--- src/rtl/m_ctrl_if.sv ---
// Memory and accumulator-operand bus between the m_ctrl sequencer, its
// instruction/data memories and the downstream m_acc adder stage.
interface m_ctrl_if #(
    parameter int DATA_W = 8,
    parameter int ADDR_W = 5
);
    logic [ADDR_W-1:0] imem_addr;
    logic              imem_re;
    logic [DATA_W-1:0] imem_rdata;
    logic [ADDR_W-1:0] dmem_addr;
    logic              dmem_re;
    logic              dmem_we;
    logic [DATA_W-1:0] dmem_wdata;
    logic [DATA_W-1:0] dmem_rdata;
    logic [DATA_W-1:0] acc_q;
    logic [DATA_W-1:0] acc_a;
    logic [DATA_W-1:0] acc_b;

    modport master (
        output imem_addr, imem_re, dmem_addr, dmem_re, dmem_we, dmem_wdata,
               acc_a, acc_b,
        input  imem_rdata, dmem_rdata, acc_q
    );

    modport slave (
        input  imem_addr, imem_re, dmem_addr, dmem_re, dmem_we, dmem_wdata,
               acc_a, acc_b,
        output imem_rdata, dmem_rdata, acc_q
    );
endinterface

--- src/rtl/m_ctrl.sv ---
// Fetch/decode/execute sequencer for the 8-bit MPU; steers the m_acc adder
// operands so the accumulator holds except during LDI/ADDI/ADDM updates.
module m_ctrl #(
    parameter int                 DATA_W   = 8,
    parameter int                 ADDR_W   = 5,
    parameter logic [ADDR_W-1:0]  RESET_PC = '0
) (
    input  logic              clk,
    input  logic              reset,
    input  logic              start,
    m_ctrl_if.master          bus,
    output logic [ADDR_W-1:0] pc,
    output logic              busy,
    output logic              halted
);

    typedef enum logic [2:0] {
        IDLE   = 3'd0,
        FETCH  = 3'd1,
        DECODE = 3'd2,
        EXEC   = 3'd3,
        MEM    = 3'd4,
        HALT   = 3'd5
    } state_t;

    localparam logic [2:0] OP_NOP  = 3'b000;
    localparam logic [2:0] OP_LDI  = 3'b001;
    localparam logic [2:0] OP_ADDI = 3'b010;
    localparam logic [2:0] OP_ADDM = 3'b011;
    localparam logic [2:0] OP_STA  = 3'b100;
    localparam logic [2:0] OP_JMP  = 3'b101;
    localparam logic [2:0] OP_JZ   = 3'b110;
    localparam logic [2:0] OP_HLT  = 3'b111;

    state_t            state_q, state_d;
    logic [ADDR_W-1:0] pc_d;
    logic [DATA_W-1:0] ir_q, ir_d;
    logic [2:0]        opcode;
    logic [ADDR_W-1:0] operand;

    assign opcode  = ir_q[DATA_W-1 -: 3];
    assign operand = ir_q[ADDR_W-1:0];

    assign bus.imem_addr  = pc;
    assign bus.dmem_addr  = operand;
    assign bus.dmem_wdata = bus.acc_q;
    assign busy   = (state_q == FETCH) || (state_q == DECODE) ||
                    (state_q == EXEC)  || (state_q == MEM);
    assign halted = (state_q == HALT);

    always_ff @(posedge clk or negedge reset) begin
        if (!reset) begin
            state_q <= IDLE;
            pc      <= RESET_PC;
            ir_q    <= '0;
        end else begin
            state_q <= state_d;
            pc      <= pc_d;
            ir_q    <= ir_d;
        end
    end

    // Strobes decode straight from state so an async reset drops them at once.
    always_comb begin
        state_d     = state_q;
        pc_d        = pc;
        ir_d        = ir_q;
        bus.imem_re = 1'b0;
        bus.dmem_re = 1'b0;
        bus.dmem_we = 1'b0;
        bus.acc_a   = bus.acc_q;
        bus.acc_b   = '0;
        unique case (state_q)
            IDLE: begin
                if (start) begin
                    state_d = FETCH;
                    pc_d    = RESET_PC;
                end
            end
            FETCH: begin
                bus.imem_re = 1'b1;
                state_d     = DECODE;
            end
            DECODE: begin
                ir_d    = bus.imem_rdata;
                pc_d    = pc + ADDR_W'(1);
                state_d = EXEC;
            end
            EXEC: begin
                state_d = FETCH;
                unique case (opcode)
                    OP_NOP: ;
                    OP_LDI: begin
                        bus.acc_a = '0;
                        bus.acc_b = {{(DATA_W-ADDR_W){1'b0}}, operand};
                    end
                    OP_ADDI: begin
                        bus.acc_b = {{(DATA_W-ADDR_W){1'b0}}, operand};
                    end
                    OP_ADDM: begin
                        bus.dmem_re = 1'b1;
                        state_d     = MEM;
                    end
                    OP_STA: bus.dmem_we = 1'b1;
                    OP_JMP: pc_d = operand;
                    OP_JZ: begin
                        if (bus.acc_q == '0) pc_d = operand;
                    end
                    OP_HLT: state_d = HALT;
                    default: ;
                endcase
            end
            MEM: begin
                bus.acc_b = bus.dmem_rdata;
                state_d   = FETCH;
            end
            HALT: ;
            default: state_d = IDLE;
        endcase
    end

endmodule
--- src/flat_wrapper.sv ---
// flat-port wrapper written by rule: the top's interface ports become plain ports
module m_ctrl_flat 
#(
    parameter int                 DATA_W   = 8,
    parameter int                 ADDR_W   = 5,
    parameter logic [ADDR_W-1:0]  RESET_PC = '0
)
  (clk, reset, start, pc, busy, halted, bus_imem_addr, bus_imem_re, bus_dmem_addr, bus_dmem_re, bus_dmem_we, bus_dmem_wdata, bus_acc_a, bus_acc_b, bus_imem_rdata, bus_dmem_rdata, bus_acc_q);
  m_ctrl_if #(.DATA_W(DATA_W), .ADDR_W(ADDR_W)) bus_i ();
  input  logic clk;
  input  logic reset;
  input  logic start;
  output logic [ADDR_W-1:0] pc;
  output logic busy;
  output logic halted;
  output wire logic [$bits(bus_i.imem_addr)-1:0] bus_imem_addr;
  output wire logic [$bits(bus_i.imem_re)-1:0] bus_imem_re;
  output wire logic [$bits(bus_i.dmem_addr)-1:0] bus_dmem_addr;
  output wire logic [$bits(bus_i.dmem_re)-1:0] bus_dmem_re;
  output wire logic [$bits(bus_i.dmem_we)-1:0] bus_dmem_we;
  output wire logic [$bits(bus_i.dmem_wdata)-1:0] bus_dmem_wdata;
  output wire logic [$bits(bus_i.acc_a)-1:0] bus_acc_a;
  output wire logic [$bits(bus_i.acc_b)-1:0] bus_acc_b;
  input wire logic [$bits(bus_i.imem_rdata)-1:0] bus_imem_rdata;
  input wire logic [$bits(bus_i.dmem_rdata)-1:0] bus_dmem_rdata;
  input wire logic [$bits(bus_i.acc_q)-1:0] bus_acc_q;
  assign bus_imem_addr = bus_i.imem_addr;
  assign bus_imem_re = bus_i.imem_re;
  assign bus_dmem_addr = bus_i.dmem_addr;
  assign bus_dmem_re = bus_i.dmem_re;
  assign bus_dmem_we = bus_i.dmem_we;
  assign bus_dmem_wdata = bus_i.dmem_wdata;
  assign bus_acc_a = bus_i.acc_a;
  assign bus_acc_b = bus_i.acc_b;
  assign bus_i.imem_rdata = bus_imem_rdata;
  assign bus_i.dmem_rdata = bus_dmem_rdata;
  assign bus_i.acc_q = bus_acc_q;
  m_ctrl #(.DATA_W(DATA_W), .ADDR_W(ADDR_W), .RESET_PC(RESET_PC)) u_core (.clk(clk), .reset(reset), .start(start), .bus(bus_i), .pc(pc), .busy(busy), .halted(halted));
endmodule
--- config.mk ---
export PLATFORM = sky130hd
export DESIGN_NAME = m_ctrl_flat
export DESIGN_NICKNAME = d
export VERILOG_FILES = /design/src/rtl/m_ctrl_if.sv /design/src/rtl/m_ctrl.sv /design/src/flat_wrapper.sv
export SDC_FILE = /design/constraint.sdc
export NUM_CORES = 1
export LEC_CHECK = 0
export CAP_MARGIN = 40
export CELL_PAD_IN_SITES_DETAIL_PLACEMENT = 0
export CELL_PAD_IN_SITES_GLOBAL_PLACEMENT = 1
export CORE_MARGIN = 2
export CORE_UTILIZATION = 26
export DETAILED_ROUTE_END_ITERATION = 10
export GPL_TIMING_DRIVEN = 0
export PLACE_DENSITY_LB_ADDON = 0.1
export SYNTH_ARGS = -nofsm -noshare
export SYNTH_HDL_FRONTEND = slang
export SYNTH_SLANG_ARGS = --single-unit
--- constraint.sdc ---
create_clock -name clk -period 1.75 [get_ports clk]
set_input_delay 0.2625 -clock clk [delete_from_list [all_inputs] [get_ports clk]]
set_output_delay 0.2625 -clock clk [all_outputs]
set_load 0.02 [all_outputs]
==> results of run 1 <==
==> worst paths after layout <==
| path | from | to | slack (ns) | cells after the start |
|---|---|---|---|---|
| hold / removal | reset | u_core.bus.imem_addr[1] | 0.46 | 1 |
| max in group asynchronous | reset | u_core.state_q[2] | 0.76 | 1 |
| setup reg to reg | u_core.state_q[1] | u_core.bus.imem_addr[1] | 0.05 | 6 |
| setup / recovery | u_core.state_q[1] | bus_acc_b[2] | -0.21 | 7 |
| min in group clk | bus_imem_rdata[6] | u_core.ir_q[6] | 0.56 | 3 |
| hold reg to reg | u_core.ir_q[4] | u_core.ir_q[4] | 0.57 | 1 |
==> cells in the mapped netlist, types with 2 or more instances <==
cell type,number,area share (%)
nand3_1,2,0.86
mux2_2,7,6.8
buf_4,19,12
xnor2_1,3,2.3
nor4_1,3,1.6
a221o_1,2,1.7
a31oi_1,2,1.1
dfrtp_1,16,35
o21ai_0,2,0.86
buf_6,3,2.9
a21oi_1,4,1.7
or2_2,2,1.1
nand2_1,8,2.6
inv_1,5,1.6
nor2b_1,2,1.1
a22o_1,5,3.8
nor3_1,4,1.7
nor2_1,2,0.65
and2_1,9,4.9
and3_1,3,1.6
nand2b_1,2,1.1
==> cell type report <==
class,instances,share of cell area [%]
Inverter,5,0.874
Multi-Input combinational cell,79,29.4
Clock buffer,4,2.56
Timing Repair Buffer,84,37.7
Sequential cell,16,18.8
Buffer,21,7.69
Tap cell,52,3.03
==> worst register-to-register path, stage by stage (launching register included) <==
cell     delay (ns)
dfrtp_2        0.45
buf_4          0.15
and3b_2        0.20
buf_4          0.14
buf_4          0.15
a221o_1        0.34
o22a_1         0.17
==> layer usage <==
metal / up-vias / wire [um]
met4: 0 / 19
met3: 2 / 258
met2: 56 / 1830
li1: 594 / -
met1: 560 / 1560
met5: - / 0
==> sequential cells by signal, summed over array words and instances (netlist names) <==
name and count:
u_core.bus.imem_addr 5, u_core.ir_q 8, u_core.state_q 3
==> power by group through the flow <==
| stage | Combinational, mW | Sequential (mW) | Clock (mW) |
|---|---|---|---|
| 2_1_floorplan | 1.32 | 0.772 | 0 |
| 3_3_place_gp | 2.12 | 0.763 | 0 |
| 3_5_place_dp | 2.14 | 0.771 | 0 |
| 4_1_cts | 2.39 | 0.776 | 0.345 |
| 5_1_grt | 2.63 | 0.825 | 0.363 |
| 6_report | 2.44 | 0.785 | 0.338 |
==> kinds of logic after synthesis <==
logic type / count (synthesis)
XOR/XNOR: 3
AND/OR/NAND/NOR: 45
flip-flops: 16
multiplexers: 7
AO/OA/AOI/OAI: 23
buffers and inverters: 28
adder cells (fa/ha/maj): 1
==> through the flow <==
| stage | hold WS (ns) | TNS [ns] | utilization [%] | setup slack (ns) |
|---|---|---|---|---|
| after floorplan | -0.0331 | 0 | - | 0.0528 |
| after global placement | 0.559 | -10.21 | 44.5 | -0.715 |
| after detailed placement | 0.558 | -10.61 | 44.5 | -0.742 |
| after CTS | 0.502 | -0.933 | 49.2 | -0.193 |
| after global routing | 0.521 | -2.23 | 49.7 | -0.269 |
| final | 0.459 | -1.37 | 49.7 | -0.206 |
==> what timing repair did <==
| item | 4_1_cts | 5_1_grt |
|---|---|---|
| buffers inserted | 10 | 5 |
| setup endpoints to repair | 27 | 26 |
| pin swaps | 7 | 12 |
| resized for setup | 128 | 18 |
| endpoints found under the hold margin | 0 | 0 |
| hold buffers | 0 | 0 |
==> metrics, run 1 <==
Sw Pwr 1.48 mW; Crit Path Max Fanout 6; EDFF count, synth 0; die span in y 70.7 um; part of the Yosys area used for sequential elements 34.6%; GR peak layer met2; initial drt markers 31; Antenna Nets Post-Route 0; Finished Layout Cells 261; clock transition at the registers of the reported paths 0.07 ns; Int Power 2.08 mW; CP endpoint kind output port; Synth Cell Area 1160 um^2; GR Util met2 between 20% and 30%; Logic pwr share 68.5%; largest net degree at the start of global routing 17; fin nets 238; Worst path max stage delay 0.42 ns; CP Cell Sequence nand2_2 > or2_4 > nor3_4 > buf_6 > buf_6 > a22o_1 > buf_6; Simple-Gate Fraction of Synth Area 23.0%; GRT Total Usage 14.6%; grt ovf 0; syn avg cell area 9.41 um^2; clk root buf clkbuf_8; Via-to-Cell Ratio ~4.6; placement-stage cell area 1920 um^2; Synth Net Count 151; Yosys reg bits 16; adder-cell share of the synthesized area 1.08%; Lkg Pwr 1.01 nW; distinct cell type count of the synthesized netlist 39; failing checks setup timing; RSZ-0062 raised after global routing yes; Total Routed Length 3670 um; P&R area growth vs syn 85.5%; met3 global-route usage under 10%; FF/Latch Area 403 um^2; Largest delay share family, worst path simple AND/OR/NAND/NOR gates; clock share of power 9.5%; vias in the first global route ~1200; CP dominant cell by count buf_6; Synth Warn # 0; Sw Ratio 41.6%; Worst Max-Slew Pin Slew 0.768 ns; share of layout cells above drive strength 1 45.0%; die area 5000 um^2; Main synth FF type dfrtp_1; CTS tree built; # clock sinks 16; Synth Area in Compound Gates 15.0%; Avg WL per Cell 14.0 um; GP Congestion around 0.77; area of the multi-input gates 631 um^2; clk_skew about 0.0020 ns; # diodes 0; fin worst setup slack -0.206 ns; DP HPWL approximately 2600 um; I/O Buffers 70; CP Class flip-flop to output port; min cycle time layout 1.96 ns; M1 GR Usage 19.6%; FP Rows 24; Worst Hold Class input port to async pin; Power, Total about 3.6 mW; Final setup viols 13; first-pass GRT wire length 5920 um; Startpoint Class flip-flop; asr flop ratio synth 100%; mux cell area share after synthesis 6.81%; commonest non-fill, non-tap cell in the layout clkdlybuf4s50_1; Worst-Skew Late Latency 0.25 ns; Slew Viols, Final 0; layout filler cell count 412; PD cells 1660 nW/um^2; commonest non-fill, non-tap cells in the layout 41 x clkdlybuf4s50_1, 31 x buf_4, 20 x buf_6, 14 x dfrtp_1, 8 x and2_4; Design Area, Final between 2000 and 2500 um^2; DR DRC count 0; FMAX 511 MHz; Worst EP required 1.49 ns; Seq pwr share 22.0%; H-Tree Depth 1; max_cap viols 0; Rel. slew slack 48.6%; Max Root-Sink Buffers 2; final period utilization 112%; placed insts 245; I/O pin cnt 71; core area 4320 um^2; via count around 1200; largest family of logic cells by synthesized area simple AND/OR/NAND/NOR gates; status complete, but fails checks; Starting Density about 27%; XOR/XNOR Fraction of Synth Area under 10%; Crit path arrival time around 1.7 ns; Pre-antenna DRT Iters 5; worst vdd ir between 700 and 800 uV; Worst path slowest cell dfrtp_2; CTS buffer count 3; WP buf/inv 3; final hold vios 0; cells after synthesis 123; die width 70.7 um; initial antenna violation count 0
No activity file was read; power rests on OpenSTA's default activity.
==> run 2: changes to the inputs <==
Settings changed: SLEW_MARGIN from default to 20, TNS_END_PERCENT from default to 5.
==> run 2 against run 1 <==
Net effect:
- the run still ends with setup timing left
- wire length is 3.4% lower
- maximum frequency rose by 1.7%
- count of clock-buffer cells in the layout unchanged
- via count fell by 3.2%
- worst setup slack better by 0.033 ns
- sequential cell count is the same
- cell count is 1.5% lower
- sequential power down 2%
- non-clock buffer count is 4 lower
- register-to-register slack got worse by 0.02 ns
- total power down 4.1%
- highest routed layer unchanged
==> metrics, run 2 (synthesis results as in run 1) <==
core area 4320 um^2; initial antenna violation count 0; # clock sinks 16; clk_skew 0.000905 ns; commonest non-fill, non-tap cell in the layout clkdlybuf4s50_1; initial drt markers 29; Crit Path Max Fanout 10; CTS tree built; grt ovf 0; Met2 Wirelength between 1500 and 2000 um; Startpoint Class flip-flop; first-pass GRT wire length 5730 um; FMAX 520 MHz; DP HPWL 2590 um; Rel. slew slack 69.5%; die area 5000 um^2; I/O pin cnt 71; Worst EP required around 1.5 ns; CP Class flip-flop to output port; fin nets roughly 230; Max Root-Sink Buffers 2; Total Routed Length 3540 um; min cycle time layout 1.92 ns; I/O Buffers 70; H-Tree Depth 1; fin worst setup slack -0.173 ns; clk root buf clkbuf_8; vias in the first global route roughly 1100; Worst-Skew Late Latency between 0.2 and 0.3 ns; Crit path arrival time 1.66 ns; PD cells 1670 nW/um^2; final period utilization 110%; Hold Buf Count CTS 0; die span in y 70.7 um; GP Congestion 0.767; # diodes 0; CP endpoint kind output port; Min Hold Slack 0.168 ns; CTS buffer count 3; status complete, but fails checks; wl on met1 1560 um; worst vdd ir 701 uV; failing checks setup timing; max reg flops 8; die width 70.7 um; GRT Total Usage 14.2%; FP Rows 24; Slew Viols, Final 0; met3 WL approximately 250 um; Antenna Nets Post-Route 0; Lkg Pwr 0.917 nW; final hold vios 0; Final setup viols 15; via count 1173; Via-to-Cell Ratio ~4.6; fin util 47.3%; P&R area growth vs syn 76.9%; Worst Max-Slew Pin Slew 0.455 ns; Starting Density 26.8%; clock transition at the registers of the reported paths 0.07 ns; Top reg by flops u_core.ir_q; largest net degree at the start of global routing 17; commonest non-fill, non-tap cells in the layout 43 x clkdlybuf4s50_1, 32 x buf_4, 15 x dfrtp_1, 12 x buf_6, 9 x and2_1; highest metal used met4; RSZ-0062 raised after global routing yes; DR DRC count 0; max_cap viols 0; Pre-antenna DRT Iters 4; share of layout cells above drive strength 1 38.5%; Worst Hold Class input port to async pin; Avg WL per Cell about 14 um
[run 2: cell count changes in the layout (fill, tap and decap cells not counted), sizes merged]
cell           change
dlymetal6s2s       -5
clkbuf             -2
buf                -4
clkdlybuf4s15      +4
dlygate4sd2        +1
clkdlybuf4s50      +2
[run 2: layer usage]
metal / vias to the layer above / global-route usage, %
met3: 2 / 2.99
li1: 585 / -
met4: 0 / 3.98
met5: - / 0
met2: 54 / 23.2
met1: 532 / 19.0
[run 2: worst paths after layout]
check	to	slack [ns]	from	cells after the start
hold / removal	u_core.bus.imem_addr[1]	0.17	reset	1
setup / recovery	bus_acc_b[2]	-0.17	u_core.state_q[2]	7
max in group asynchronous	u_core.state_q[1]	1.22	reset	2
min in group clk	u_core.ir_q[6]	0.56	bus_imem_rdata[6]	3
setup reg to reg	u_core.bus.imem_addr[3]	0.03	u_core.ir_q[5]	5
hold reg to reg	u_core.ir_q[4]	0.57	u_core.ir_q[4]	1
[run 2: power by group]
| part | switching [mW] | total (mW) | internal (mW) |
|---|---|---|---|
| clock | 0.139 | 0.338 | 0.200 |
| sequential | 0.218 | 0.772 | 0.554 |
| combinational | 1.08 | 2.31 | 1.22 |
[run 2: metrics by stage]
stage,worst slack (ns),instance area [um^2],instances,TNS (ns),power (mW)
2_1_floorplan,0.0528,1160,123,0,2.09
3_3_place_gp,-0.715,1920,245,-10.21,2.89
3_5_place_dp,-0.742,1920,245,-10.61,2.91
4_1_cts,-0.183,2010,254,-0.980,3.37
5_1_grt,-0.236,2050,257,-2.63,3.66
6_report,-0.173,2050,257,-1.05,3.42
[run 2: final cells by class]
class | count | area [um^2]
timing repair buffer | 79 | 729
clock buffer | 4 | 55.1
multi-input combinational | 79 | 601
tap | 52 | 65.1
inverter | 5 | 18.8
fill | 434 | 2280
sequential | 16 | 402
buffer | 22 | 176
[run 2: repair_timing]
item / 4_1_cts / 5_1_grt
pin swaps: 3 / 2
resized for setup: 93 / 13
hold endpoints to repair: 0 / 0
buffers inserted: 6 / 2
setup endpoints to repair: 27 / 31
[run 2: critical path: stages (launching register included)]
cell and delay (ns):
dfrtp_1 0.38, buf_6 0.14, or2_4 0.26, nor3_4 0.15
buf_6 0.13, buf_6 0.08, a22o_1 0.15, buf_6 0.12
==> run 3: changes to the inputs <==
Settings changed: CELL_PAD_IN_SITES_DETAIL_PLACEMENT 0 to default, CELL_PAD_IN_SITES_GLOBAL_PLACEMENT 1 to default, CORE_UTILIZATION 26 to 37, PLACE_DENSITY from default to 0.8, PLACE_DENSITY_LB_ADDON 0.1 to default.
==> run 3 against run 2 <==
Net effect:
- the flow still finishes with violations (setup timing)
- worst setup slack improved by 0.018 ns
- wire length decreased by 2.4%
- register-to-register slack about the same
- critical path depth decreased by 2
- sequential power increased by 0.9%
- global-route usage increased by 6.4 points
- utilization increased by 17 points
- first-iteration DRC count decreased by 38%
- combinational power decreased by 3%
- final area decreased by 5.0%
- highest routed layer unchanged
==> metrics, run 3 (synthesis results as in run 1) <==
status complete, but fails checks; failing checks setup timing; core area ~3000 um^2; Logic pwr share 68.5%; Avg WL per Cell about 15 um; Design Area, Final about 2000 um^2; Worst Hold Class input port to async pin; DR DRC count 0; P&R area growth vs syn 68.0%; # clock sinks 16; FP Rows 20; Min Hold Slack 0.408 ns; min cycle time layout 1.91 ns; first-pass GRT wire length between 5000 and 6000 um; largest net degree at the start of global routing 17; CTS buffer count 3; commonest non-fill, non-tap cells in the layout 40 x clkdlybuf4s50_1, 35 x buf_4, 11 x dfrtp_1, 9 x and2_1, 9 x buf_2; die span in y 59.9 um; fin worst setup slack -0.155 ns; I/O Buffers 70; final period utilization 109%; GRT Total Usage 20.5%; wl on met1 between 1000 and 1500 um; Top reg by flops u_core.ir_q; Antenna Nets Post-Route 0; vias in the first global route ~1200; GP Congestion 0.780; initial drt markers 18; placement-stage cell area approximately 1900 um^2; clk_skew roughly 0.0037 ns; Worst Max-Slew Pin Slew roughly 0.74 ns; final hold vios 0; RSZ-0062 raised after global routing yes; initial antenna violation count 0; commonest non-fill, non-tap cell in the layout clkdlybuf4s50_1; Final setup viols 18; via count 1202; met3 WL 276 um; PD cells 1670 nW/um^2; Max Root-Sink Buffers 2; fin nets 230; highest metal used met4; die width 59.9 um; Startpoint Class flip-flop; Sw Pwr 1.42 mW; Rel. slew slack 50.3%; die area 3590 um^2; Lkg Pwr 0.874 nW; max_cap viols 0; max reg flops 8; share of layout cells above drive strength 1 41.3%; I/O pin cnt 71; Via-to-Cell Ratio 5.14; worst vdd ir 814 uV; CTS tree built; clock transition at the registers of the reported paths 0.10 ns; Crit path arrival time 1.64 ns; grt ovf 0; # diodes 0; Hold Buf Count CTS 0; DP Worst Slack -0.663 ns; Finished Layout Cells between 200 and 250; Met2 Wirelength 1780 um; Seq pwr share 24.0%; Pre-antenna DRT Iters 4; FMAX ~520 MHz; clk root buf clkbuf_4; placed insts 226; CP endpoint kind output port; H-Tree Depth 1; Worst-Skew Late Latency around 0.28 ns; Slew Viols, Final 0; Worst EP required 1.49 ns; fin util 64.8%; Starting Density between 30% and 40%; Total Routed Length 3460 um; Crit Path Max Fanout 7; CP Class flip-flop to output port; Sw Ratio 43.6%; DP HPWL approximately 2700 um; clock share of power 7.5%; Int Power 1.83 mW
-- run 3: cell types whose count changed in the layout (fill, tap and decap cells not counted), sizes merged --
cell	delta
clkbuf	+1
dlygate4sd2	-1
clkdlybuf4s50	-3
buf	-1
-- run 3: worst paths after layout --
| check | start | endpoint | slack, ns | depth (start not counted) |
|---|---|---|---|---|
| min | reset | u_core.ir_q[6] | 0.41 | 1 |
| max | u_core.state_q[2] | bus_acc_b[4] | -0.16 | 5 |
| min reg2reg | u_core.bus.imem_addr[3] | u_core.bus.imem_addr[3] | 0.56 | 1 |
| max reg2reg | u_core.ir_q[5] | u_core.bus.imem_addr[3] | 0.02 | 5 |
| min in group clk | bus_imem_rdata[7] | u_core.ir_q[7] | 0.54 | 3 |
| max in group asynchronous | reset | u_core.bus.imem_addr[0] | 0.83 | 1 |
-- run 3: power by group through the flow --
stage	Clock (mW)	Combinational, mW	Sequential [mW]
after global routing	0.267	2.39	0.812
after global placement	0	2.08	0.763
after CTS	0.254	2.13	0.779
final	0.245	2.23	0.779
after floorplan	0	1.32	0.772
after detailed placement	0	2.13	0.780
-- run 3: stage by stage --
step	setup TNS [ns]	total power [mW]
after floorplan	0	2.09
after global placement	-8.44	2.84
after detailed placement	-9.62	2.91
after CTS	-2.21	3.17
after global routing	-3.45	3.47
final	-1.75	3.25
-- run 3: area by class of cell --
type                    instances  area (um^2)
flip-flops and latches         16          407
repair buffers                 75          667
multi-input cells              79          598
fillers                       257         1060
well taps                      33         41.3
plain buffers                  22          176
clock buffers                   4         36.3
inverters                       5         18.8
-- run 3: metal layers --
metal | global-route usage [%] | vias up
met5 | 0 | -
met4 | 8.57 | 0
met3 | 3.90 | 2
met2 | 37.4 | 59
met1 | 23.0 | 561
li1 | - | 580
-- run 3: critical path: stages, from the launching register on --
cell and delay [ns]:
dfrtp_1 0.38, buf_6 0.13, or2_4 0.26, nor3_4 0.28, a22o_1 0.19, buf_6 0.12
-- run 3: what timing repair did --
action,4_1_cts,5_1_grt
endpoints found under the setup margin,30,37
setup buffers,2,3
gates resized for setup,85,25
pin swaps,6,6
